File: src/rtl/ann_feeder_pkg.sv
// Shared types and constants for the ANN window feeder: FSM state encoding,
// default data width, prediction scaling divisor and day-counter width.
package ann_feeder_pkg;

  localparam int DATA_W_DEF = 156;
  localparam int SCALE_DIV  = 1000;
  localparam int SCALE_IN_W = 26;
  localparam int DAY_W      = 9;
  localparam int WIN_DEPTH  = 4;

  typedef enum logic [2:0] {
    S_FILL        = 3'd0,
    S_WAIT_TARGET = 3'd1,
    S_ISSUE       = 3'd2,
    S_WAIT_RESULT = 3'd3,
    S_TRAIN       = 3'd4,
    S_SHIFT       = 3'd5
  } feeder_state_e;

  // Raw ANN output is in milli-units; integer division truncates toward zero.
  function automatic logic [SCALE_IN_W-1:0] scale_div(input logic [SCALE_IN_W-1:0] raw);
    return raw / SCALE_IN_W'(SCALE_DIV);
  endfunction

endpackage

File: src/rtl/ann_sample_window.sv
// Four-deep sliding window of daily samples plus the next-day target register.
// Slot 0 is the oldest; both push and shift move data toward slot 0.
module ann_sample_window
  import ann_feeder_pkg::*;
#(
  parameter int DATA_W = DATA_W_DEF
) (
  input  logic              clk,
  input  logic              rst_n,
  input  logic              clear_i,
  input  logic              push_i,
  input  logic              shift_i,
  input  logic              target_load_i,
  input  logic [DATA_W-1:0] sample_i,
  output logic [DATA_W-1:0] win_o [WIN_DEPTH],
  output logic [DATA_W-1:0] target_o
);

  logic [DATA_W-1:0] win_q [WIN_DEPTH];
  logic [DATA_W-1:0] win_d [WIN_DEPTH];
  logic [DATA_W-1:0] target_q;
  logic [DATA_W-1:0] target_d;

  always_comb begin
    win_d    = win_q;
    target_d = target_q;
    if (clear_i) begin
      for (int i = 0; i < WIN_DEPTH; i++) win_d[i] = '0;
      target_d = '0;
    end else begin
      // A push brings in the fresh sample; a shift recycles the old target.
      if (push_i || shift_i) begin
        for (int i = 0; i < WIN_DEPTH - 1; i++) win_d[i] = win_q[i+1];
        win_d[WIN_DEPTH-1] = push_i ? sample_i : target_q;
      end
      if (target_load_i) target_d = sample_i;
    end
  end

  always_ff @(posedge clk or negedge rst_n) begin
    if (!rst_n) begin
      for (int i = 0; i < WIN_DEPTH; i++) win_q[i] <= '0;
      target_q <= '0;
    end else begin
      win_q    <= win_d;
      target_q <= target_d;
    end
  end

  for (genvar gi = 0; gi < WIN_DEPTH; gi++) begin : g_out
    assign win_o[gi] = win_q[gi];
  end
  assign target_o = target_q;

endmodule

File: src/rtl/ann_window_feeder.sv
// Feeds a 4-day temperature window and next-day target to the ANN, sequences the
// request/response exchange and latches predictions. Define ANN_FEEDER_SCALE_EN to divide by 1000.
module ann_window_feeder
  import ann_feeder_pkg::*;
#(
  parameter int DATA_W     = DATA_W_DEF,
  parameter int REQ_CYCLES = 5,
  parameter int TIMEOUT    = 1023
) (
  input  logic              Clk,
  input  logic              Reset_l,
  input  logic              Flush_h,
  input  logic              Train_mode_h,
  input  logic [DATA_W-1:0] Sample_in,
  input  logic              Sample_valid_h,
  output logic              Sample_ready_h,
  output logic [DATA_W-1:0] Temperature_out_0,
  output logic [DATA_W-1:0] Temperature_out_1,
  output logic [DATA_W-1:0] Temperature_out_2,
  output logic [DATA_W-1:0] Temperature_out_3,
  output logic [DATA_W-1:0] Target_out,
  output logic              Rev_ready_h,
  output logic              Training_enable_h,
  input  logic              Ann_ready_h,
  input  logic [DATA_W-1:0] Ann_data_in,
  output logic [DATA_W-1:0] Prediction_out,
  output logic              Prediction_valid_h,
  output logic [DAY_W-1:0]  Day_count,
  output logic              Err_h
);

  localparam int REQ_W = (REQ_CYCLES > 1) ? $clog2(REQ_CYCLES) : 1;
  localparam int TO_W  = (TIMEOUT > 1) ? $clog2(TIMEOUT) : 1;

  feeder_state_e     state_q, state_d;
  logic [1:0]        fill_q, fill_d;
  logic [REQ_W-1:0]  req_q, req_d;
  logic [TO_W-1:0]   wait_q, wait_d;
  logic [DAY_W-1:0]  day_q, day_d;
  logic              err_q, err_d;
  logic              up_q, up_d;
  logic [DATA_W-1:0] pred_q, pred_d;
  logic [DATA_W-1:0] pred_raw;

  logic              accept;
  logic              win_clear, win_push, win_shift, tgt_load;
  logic [DATA_W-1:0] win [WIN_DEPTH];

`ifdef ANN_FEEDER_SCALE_EN
  logic unused_ann_hi;
  assign unused_ann_hi = ^Ann_data_in[DATA_W-1:SCALE_IN_W];
  assign pred_raw      = DATA_W'(scale_div(Ann_data_in[SCALE_IN_W-1:0]));
`else
  assign pred_raw = Ann_data_in;
`endif

  // up_q keeps Sample_ready_h low while reset is asserted and for the release cycle.
  assign Sample_ready_h = up_q && !Flush_h &&
                          (state_q == S_FILL || state_q == S_WAIT_TARGET);
  assign accept         = Sample_valid_h && Sample_ready_h;

  always_comb begin
    state_d   = state_q;
    fill_d    = fill_q;
    req_d     = req_q;
    wait_d    = wait_q;
    day_d     = day_q;
    err_d     = err_q;
    pred_d    = pred_q;
    up_d      = 1'b1;
    win_clear = 1'b0;
    win_push  = 1'b0;
    win_shift = 1'b0;
    tgt_load  = 1'b0;

    if (Flush_h) begin
      state_d   = S_FILL;
      fill_d    = '0;
      req_d     = '0;
      wait_d    = '0;
      day_d     = '0;
      err_d     = 1'b0;
      win_clear = 1'b1;
    end else begin
      unique case (state_q)
        S_FILL: begin
          if (accept) begin
            win_push = 1'b1;
            if (fill_q == 2'd3) begin
              fill_d  = '0;
              state_d = S_WAIT_TARGET;
            end else begin
              fill_d = fill_q + 2'd1;
            end
          end
        end
        S_WAIT_TARGET: begin
          if (accept) begin
            tgt_load = 1'b1;
            req_d    = '0;
            state_d  = S_ISSUE;
          end
        end
        S_ISSUE: begin
          if (req_q == REQ_W'(REQ_CYCLES - 1)) begin
            req_d   = '0;
            wait_d  = '0;
            state_d = S_WAIT_RESULT;
          end else begin
            req_d = req_q + REQ_W'(1);
          end
        end
        S_WAIT_RESULT: begin
          // A response arriving on the final wait cycle still counts.
          if (Ann_ready_h) begin
            pred_d  = pred_raw;
            day_d   = day_q + DAY_W'(1);
            wait_d  = '0;
            state_d = S_TRAIN;
          end else if (wait_q == TO_W'(TIMEOUT - 1)) begin
            err_d   = 1'b1;
            wait_d  = '0;
            state_d = S_SHIFT;
          end else begin
            wait_d = wait_q + TO_W'(1);
          end
        end
        S_TRAIN: begin
          state_d = S_SHIFT;
        end
        S_SHIFT: begin
          win_shift = 1'b1;
          state_d   = S_WAIT_TARGET;
        end
        default: begin
          state_d = S_FILL;
        end
      endcase
    end
  end

  always_ff @(posedge Clk or negedge Reset_l) begin
    if (!Reset_l) begin
      state_q <= S_FILL;
      fill_q  <= '0;
      req_q   <= '0;
      wait_q  <= '0;
      day_q   <= '0;
      err_q   <= 1'b0;
      up_q    <= 1'b0;
      pred_q  <= '0;
    end else begin
      state_q <= state_d;
      fill_q  <= fill_d;
      req_q   <= req_d;
      wait_q  <= wait_d;
      day_q   <= day_d;
      err_q   <= err_d;
      up_q    <= up_d;
      pred_q  <= pred_d;
    end
  end

  ann_sample_window #(
    .DATA_W (DATA_W)
  ) u_window (
    .clk           (Clk),
    .rst_n         (Reset_l),
    .clear_i       (win_clear),
    .push_i        (win_push),
    .shift_i       (win_shift),
    .target_load_i (tgt_load),
    .sample_i      (Sample_in),
    .win_o         (win),
    .target_o      (Target_out)
  );

  assign Temperature_out_0  = win[0];
  assign Temperature_out_1  = win[1];
  assign Temperature_out_2  = win[2];
  assign Temperature_out_3  = win[3];
  assign Rev_ready_h        = (state_q == S_ISSUE);
  // A flush in the TRAIN cycle swallows the strobes.
  assign Prediction_valid_h = (state_q == S_TRAIN) && !Flush_h;
  assign Training_enable_h  = Prediction_valid_h && Train_mode_h;
  assign Prediction_out     = pred_q;
  assign Day_count          = day_q;
  assign Err_h              = err_q;

endmodule

File: config.mk
export PLATFORM = sky130hd
export DESIGN_NAME = ann_window_feeder
export DESIGN_NICKNAME = d
export VERILOG_FILES = /design/src/rtl/ann_feeder_pkg.sv /design/src/rtl/ann_sample_window.sv /design/src/rtl/ann_window_feeder.sv
export SDC_FILE = /design/constraint.sdc
export NUM_CORES = 1
export LEC_CHECK = 0
export ABC_CLOCK_PERIOD_IN_PS = 5200
export CAP_MARGIN = 5
export CELL_PAD_IN_SITES_DETAIL_PLACEMENT = 1
export CELL_PAD_IN_SITES_GLOBAL_PLACEMENT = 2
export CORE_AREA = 2 2 489 491
export CTS_CLUSTER_SIZE = 14
export DETAILED_ROUTE_END_ITERATION = 6
export DIE_AREA = 0 0 491 493
export PLACE_DENSITY = 0.54
export SETUP_SLACK_MARGIN = 0.4
export SYNTH_ARGS = -nofsm -noshare
export SYNTH_HDL_FRONTEND = slang
export SYNTH_SLANG_ARGS = --single-unit
File: constraint.sdc
create_clock -name Clk -period 5.2 [get_ports Clk]
set_input_delay 1.04 -clock Clk [delete_from_list [all_inputs] [get_ports Clk]]
set_output_delay 1.04 -clock Clk [all_outputs]
set_load 0.05 [all_outputs]
* Word level (Yosys, flattened, before mapping)
Index checks and enable logic that the tools add are counted.
** Storage, ports and cells
- Register bits :: 965
- Input port bits :: 318
- Word-level logic and storage cells :: 98
** Cells by class
- Add/subtract/negate cells :: 4
- Equality and inequality tests :: 14
- Mux-type cells :: 41
- Bitwise gates (word level) :: 1
- Reduce and logical (&&, ||, !) cells :: 25
** Operator list (count)
- two-way mux 624 bit :: 2
- two-way mux 156 bit :: 3
- two-way mux 10 bit :: 4
- two-way mux 3 bit :: 10
- two-way mux 9 bit :: 3
- one-hot mux 10 bit (2 select lines) :: 1
- one-hot mux 3 bit (6 select lines) :: 1
- nonzero test 2 bit :: 7
- two-way mux 1 bit :: 12
- adder 10 x 1 -> 10 bit (second input constant) :: 1
- == test 10 bit (second input constant) :: 1
- adder 9 x 1 -> 9 bit (second input constant) :: 1
- == test 3 bit (second input constant) :: 3
- two-way mux 2 bit :: 4
- AND reduction 2 bit :: 4
- == test 3 x 2 -> 1 bit (second input constant) :: 2
- inequality test 3 x 2 -> 1 bit (second input constant) :: 2
- inequality test 3 bit (second input constant) :: 2
- one-hot mux 3 bit (2 select lines) :: 1
- AND reduction 3 bit :: 2
- nonzero test 3 bit :: 2
- logical AND 1 bit :: 5
- AND reduction 5 bit :: 1
- inequality test 4 bit (second input constant) :: 1
- 9 further kinds :: 10

* Logic depth before layout (Yosys ltp)
Gate-level depths: netlist (run 1).
- Depth after elaboration :: 10
- Gate-level depth with buffers :: 8
- Depth with buffers taken out :: 6

* Modules after synthesis
Synthesis (run 1) repeated with hierarchy kept, for this count alone.
** Second synthesis, totals
- Cells, all modules :: 3834
- Area, all modules :: 43201.4 um2
** Modules (own cells, without submodules)
- ann_sample_window :: times used 1, cells an instance 3329, area each 35875.7 um2
- ann_window_feeder :: times used 1, cells an instance 505, area each 7325.8 um2

* Worst setup path before layout (run 1)
OpenSTA, ideal clock, no wires.
- Kind :: input-to-output
- Start :: in Flush_h
- End :: out Training_enable_h
- Arrival :: 3.441 ns
- Data required time :: 4.160 ns
- Path slack :: 0.719 ns
- Stages :: 5
- Buffers on the path :: 2
- Path through :: or2_1 > clkbuf_1 > clkbuf_1 > nor3b_1 > and2_1
** Between the ends
- Word-level cells in the longest chain between the ends :: 3
** RTL lines
- from (decl) :: line ann_window_feeder.sv:12 : input logic Flush_h,
- logical NOT 1 bit :: line ann_window_feeder.sv:184 : assign Prediction_valid_h = (state_q == S_TRAIN) && !Flush_h;
- logical AND 1 bit :: line ann_window_feeder.sv:184
- via Prediction_valid_h :: line ann_window_feeder.sv:27 : output logic Prediction_valid_h,
- logical AND 1 bit :: line ann_window_feeder.sv:185 : assign Training_enable_h = Prediction_valid_h && Train_mode_h;
- to (decl) :: line ann_window_feeder.sv:23 : output logic Training_enable_h,
The timed path passes the listed nets, and every way through them passes these cells.

* Final worst setup path (run 1)
- Start :: reg state_q[1]
- End :: out Rev_ready_h
** Between the ends
- Word-level cells in the longest chain between the ends :: 1
** RTL lines
- from (decl) :: line ann_window_feeder.sv:35 : feeder_state_e state_q, state_d;
- from (signal assigned) :: line ann_window_feeder.sv:153 : state_q <= state_d;
- == test 3 x 2 -> 1 bit :: line ann_window_feeder.sv:182 : assign Rev_ready_h = (state_q == S_ISSUE);
- to (decl) :: line ann_window_feeder.sv:22 : output logic Rev_ready_h,
Every way passes these cells.

==> results.cfg, run 1 <==
[detailed_routing]
ant_nets = 0
wl_per_cell_um = 25.1
drcViolationCount = 0
drt-initial-drc-count = 1209
wirelength_um = 202000
firstDrtPassIters = 4
vias = 32600
viasPerCell = 4.05

[timing]
worst_slew_pin_slew_ps = 978
hold_viol_final = 0
final.setup_skew_ps = 50.1
fin_crit_sh_pct = 78.7
fin_crit_ps = 4090
max_freq_ghz = 0.244
fin_setup_tns_ps = 0
setup_viol_count_final = 0
max_slew_margin_pct = 34.8
rsz0062_at_grt = no
drv_slew = 0

[clocking]
cts_made_buffers = 132
cts_max_level = 4
cts_hold_buf = 0
clkTransAtPathRegs_ps = 60
cts-root-buf = clkbuf_16
cts_resized = 0
cts_tree = done
cts_buffer_depth = 3
clkLatencyLatePin_ps = 780
post_cts_buffers = 0
cts.sinks = 965

[floorplan]
die-area_um2 = 242000
die_w_um = 491
rows = 179
top_level_ports = 1268
core_um2 = 237000
die_h_um = 493
start_util_pct = 18.1

[layout]
drive_above_1_share_pct = 11.6
n_fill_cell = 26300
syn_to_final_growth_pct = 47.9
seq_area_um2 = 24100
instances_no_fill = 8034
fin_nets = 5085
multi_input_area_um2 = 17300

[yosys]
synth_top_family_by_area = multiplexers
syn_nets = 3895
synthTopCellsByCount = dfrtp_1, mux2_1, nor2b_1
muxShareOfSynthArea_pct = 20.5
yosysMostFrequentCell = dfrtp_1
syn_area_per_cell_um2 = 12.0
synth_top_area_share_pct = 56.2
synth_flop_cell = dfrtp_1
synthAdderAreaFrac_pct = 0.175
ys_types = 48
synth-edff-count = 0
synthCells = 3571
ys_async_sr_fraction_pct = 100
ys_seq_area_share_pct = 56.2
yosys.area.top_type = dfrtp_1
synth.area.top_cells = dfrtp_1, mux2_1, mux2_2
synth_seq_cells = 965
synth_warnings = 0
synth-xor-area-share_pct = 0.143
syn_area_um2 = 43000
synth_compound_area_share_pct = 6.04
synthSimpleGateAreaFrac_pct = 13.3

[critical_path]
path_buf_inv = 3
startpoint_type = flop
critPathRequiredTime_ps = 4160
crit_cells = 5
crit_path_end_kind = output pin
r2r_slack_ps = 2210
critical_path.max_stage_delay_ps = 910
reg2reg_depth = 4
crit_path_top_delay_cell = clkdlybuf4s50_1
crit_arrival_ps = 3050
worstPathMaxFanout = 12
worstSetupPathType = reg2out
crit_chain = buf_4 > and2b_1 > nand2b_1 > inv_1 > clkdlybuf4s50_1
cp_top_family = buffers and inverters

[placed_design]
dp_cells = 7794
hpwl_um = 148000
gp_congestion = 0.793
port_buffers = 1267

[min_path]
hold_path.class = in2async

[power_and_ir_drop]
intPower_w = 0.0176
p_clk_share_pct = 31.7
seq_power_share_pct = 32.5
p_switching_w = 0.0121
netSwitchingFraction_pct = 40.8
combPwrFrac_pct = 35.8
cellLeakagePower_nw = 27.3
power.density_nw_per_um2 = 466
ir_worst_vdd_mv = 0.344

[grt]
gr-usage-met3_pct = 6.28
use_met2_pct = 29.5
antenna_found_initial = 37
track_usage_pct = 16.3
grt_pass1_vias = 34800
grt_pass1_wl_um = 286000
top_usage_layer = met2
gr-total-overflow = 0
use_met1_pct = 17.9
grt_max_degree = 165

[run_status]
outcome = finished clean

[job]
drv_cap = 0
==> power by group through the flow <==
| stage | combinational, W | sequential, W | clock, W |
|---|---|---|---|
| global placement | 0.0108 | 0.00977 | 0 |
| global route | 0.0111 | 0.00983 | 0.0101 |
| CTS | 0.0108 | 0.00968 | 0.00980 |
| finish | 0.0106 | 0.00964 | 0.00940 |
| detailed placement | 0.0108 | 0.00980 | 0 |
| floorplan | 0.00221 | 0.0136 | 0 |
==> final timing paths <==
check                                    from             endpoint
setup / recovery                   state_q[1]          Rev_ready_h
hold reg to reg            Prediction_out[23]   Prediction_out[23]
hold / removal                        Reset_l  u_window.win_o[584]
max in group asynchronous             Reset_l  u_window.win_o[436]
min in group Clk           Prediction_out[23]   Prediction_out[23]
setup reg to reg                   state_q[0]  Prediction_out[105]
==> worst register-to-register path: cells and delay by family, from the launching register on <==
family        cells  cell delay (ps)
buf+inv           1              450
simple gates      2             1270
mux               1              400
flops             1              760
==> stage by stage <==
step | area, um2 | hold WS [ps] | util [%] | power, W | setup slack (ps)
after floorplan | 43000 | 514 | - | 0.0158 | 719
after global placement | 59100 | 465 | 24.9 | 0.0206 | 1220
after detailed placement | 59100 | 474 | 24.9 | 0.0206 | 1200
after CTS | 63600 | 255 | 26.8 | 0.0303 | 943
after global routing | 63600 | 272 | 26.8 | 0.0310 | 923
final | 63600 | 267 | 26.8 | 0.0296 | 1110
==> logic make-up after synthesis <==
logic type / Yosys count
compound gates: 509
xor+xnor: 7
fa+ha+maj: 6
buf+inv: 289
flops: 965
mux: 782
other cells: 1
simple gates: 1012
==> per-layer routing <==
metal / vias to the layer above / wire length, um
met2: 937 / 104000
met3: 251 / 16400
met5: - / 294
met4: 44 / 4240
met1: 16700 / 76700
li1: 14600 / -
==> sequential cells by signal (all words and copies together), names as in the netlist <==
register / flops
Err_h: 1
wait_q: 10
fill_q: 2
Day_count: 9
Prediction_out: 156
u_window.win_o: 624
up_q: 1
state_q: 3
u_window.target_o: 156
req_q: 3
==> cells in the final DEF, fill, tap and decap left out, drive strengths merged, types with 2 or more instances in the layout <==
cell	synthesis	final
nor3	3	3
dfrtp	965	965
nand3	164	164
and4b	2	2
diode	0	8
nand4	5	5
or3	10	10
a21o	2	2
nor3b	2	2
xor2	5	5
nand2	171	171
nand2b	159	159
nor2	13	13
bufinv	0	5
mux2	781	781
and3	2	2
clkinv	0	32
ha	6	6
clkdlybuf4s50	0	1264
a21oi	171	171
and2b	2	2
and4	2	2
nor2b	468	468
clkinvlp	0	2
and2	4	4
xnor2	2	2
inv	7	12
a22oi	2	2
o21ai	327	327
buf	152	74
clkbuf	130	188
==> final cells by class <==
type,count,area share (%)
multi-input combinational,2317,27.2
inverter,7,0.0413
clock inverter,44,1.05
antenna,8,0.0315
sequential,965,38.0
clock buffer,188,6.01
timing repair buffer,1338,21.4
tap,3167,6.23
(Power assumes the default switching activity.)
==> inputs of run 2 (changes only) <==
Settings changed: ABC_CLOCK_PERIOD_IN_PS 5200 to 3550, CORE_AREA 2 2 489 491 to 2 2 500 502, DIE_AREA 0 0 491 493 to 0 0 502 504.
Clock period 5.2 ns to 3.55 ns, I/O delays scaled along.
==> run 2 against run 1 <==
- die area is 4.5% higher
- routed wire length is 0.14% higher
- core utilization is 0.74 points lower
- critical path type unchanged
- critical endpoint is now Training_enable_h
==> results.cfg, run 2 (synthesized netlist as in run 1, its figures left out) <==
[critical_path]
startpoint_type = flop
crit_chain = buf_4 > or2_4 > nor3b_4 > buf_4 > and2_1 > buf_12
crit_path_end_kind = output pin
worstSetupStartpoint = state_q[1]
critical_path.max_stage_delay_ps = 370
r2r_slack_ps = 1130
crit_arrival_ps = 2250
reg2reg_depth = 6
regToRegEndpoint = u_window.win_o[530]
critPathCapture = Training_enable_h
crit_top_cell = buf_4
worstSetupPathType = reg2out
worstPathMaxFanout = 14
critPathRequiredTime_ps = 2840
crit_path_top_delay_cell = dfrtp_1
timing.rr.start = state_q[0]

[detailed_routing]
vias = 32700
drt-initial-drc-count = 1293
drcViolationCount = 0
wl_per_cell_um = 24.5
viasPerCell = 3.96
wirelength_um = 202000
ant_nets = 0
firstDrtPassIters = 5

[layout]
layout_commonest_cell = clkdlybuf4s50_1
drive_above_1_share_pct = 12.8
n_fill_cell = 27500
multi_input_area_um2 = 17300
seq_area_um2 = 24100
fin_nets = 5153
syn_to_final_growth_pct = 50.2
largest_register_ffs = 624
most-common-layout-cells = clkdlybuf4s50_1, dfrtp_1, mux2_1
final_util_pct = 26.1

[timing]
fin_crit_sh_pct = 83.3
worst_slew_pin_slew_ps = 904
hold_viol_final = 0
max_slew_margin_pct = 39.5
fin_crit_ps = 2960
rsz0062_at_grt = no
max_freq_ghz = 0.338
drv_slew = 0
fin_setup_tns_ps = 0
setup_viol_count_final = 0
final.setup_skew_ps = 60.2

[clocking]
clkLatencyLatePin_ps = 800
cts_max_level = 4
cts.sinks = 965
cts_buffer_depth = 3
cts_made_buffers = 134
clkTransAtPathRegs_ps = 50
cts_tree = done
cts-root-buf = clkbuf_16

[floorplan]
top_level_ports = 1268
rows = 183
die_h_um = 504
core_um2 = 248000
die-area_um2 = 253000
die_w_um = 502
start_util_pct = 17.4

[grt]
gr-total-overflow = 0
grt_pass1_vias = 35300
antenna_found_initial = 34
grt_max_degree = 146
track_usage_pct = 15.6
grt_pass1_wl_um = 285000

[job]
drv_cap = 0

[power_and_ir_drop]
cellLeakagePower_nw = 27.7
power.density_nw_per_um2 = 678
ir_worst_vdd_mv = 0.403

[run_status]
outcome = finished clean

[placed_design]
port_buffers = 1267
hpwl_um = 152000
gp_congestion = 0.761

[min_path]
hold_path.class = in2reg
-- run 2: worst min-delay path by stage --
stage	slack, ps	startpoint	cells past startpoint	end
after floorplan	410	Reset_l	0	Day_count[0]
after global placement	470	Prediction_out[103]	1	Prediction_out[103]
after detailed placement	480	Prediction_out[53]	1	Prediction_out[53]
after CTS	290	Flush_h	2	fill_q[0]
after global routing	310	Flush_h	2	fill_q[0]
final	360	Flush_h	2	fill_q[0]
-- run 2: final cells by class --
type                    instances  area share (%)
well taps                    3330            6.45
inverters                       7          0.0407
flip-flops and latches        965            37.4
diodes                          7          0.0271
clock inverters                37           0.907
clock buffers                 200            6.10
multi-input cells            2317            26.8
repair buffers               1404            22.3
-- run 2: where the power goes --
group          leakage [nW]  switching, W  internal [W]
logic                  12.5        0.0106       0.00517
clock network          2.19       0.00571       0.00814
registers              13.0       0.00134        0.0128
-- run 2: stage by stage --
step	cell area, um2	total power (W)	instances	setup slack, ps	hold WS [ps]
2_1_floorplan	43000	0.0232	3571	451	414
3_3_place_gp	60000	0.0304	8020	362	466
3_5_place_dp	60000	0.0305	8020	350	475
4_1_cts	64500	0.0447	8259	375	293
5_1_grt	64600	0.0457	8262	437	311
6_report	64600	0.0438	8267	593	361
-- run 2: worst max-delay path, delay by kind of cell, from the launching register on --
kind	cells	cell delay, ps
buffers and inverters	3	510
DFF	1	370
and+or+nand+nor	3	620
-- run 2: routing by layer --
metal	GRT usage [%]	part of all wire [%]	vias up
met5	0	0.14	-
met4	3.79	2.3	48
met3	6.17	8.7	233
met2	28.2	52	957
met1	16.8	37	16700
li1	-	-	14700
-- run 2: timing repair --
item                                   CTS  global route
setup endpoints to repair                2             2
buffers inserted                         1             1
pin swaps                                1             1
hold buffers                             1             0
endpoints found under the hold margin   13             0
gates resized for setup                  2             1
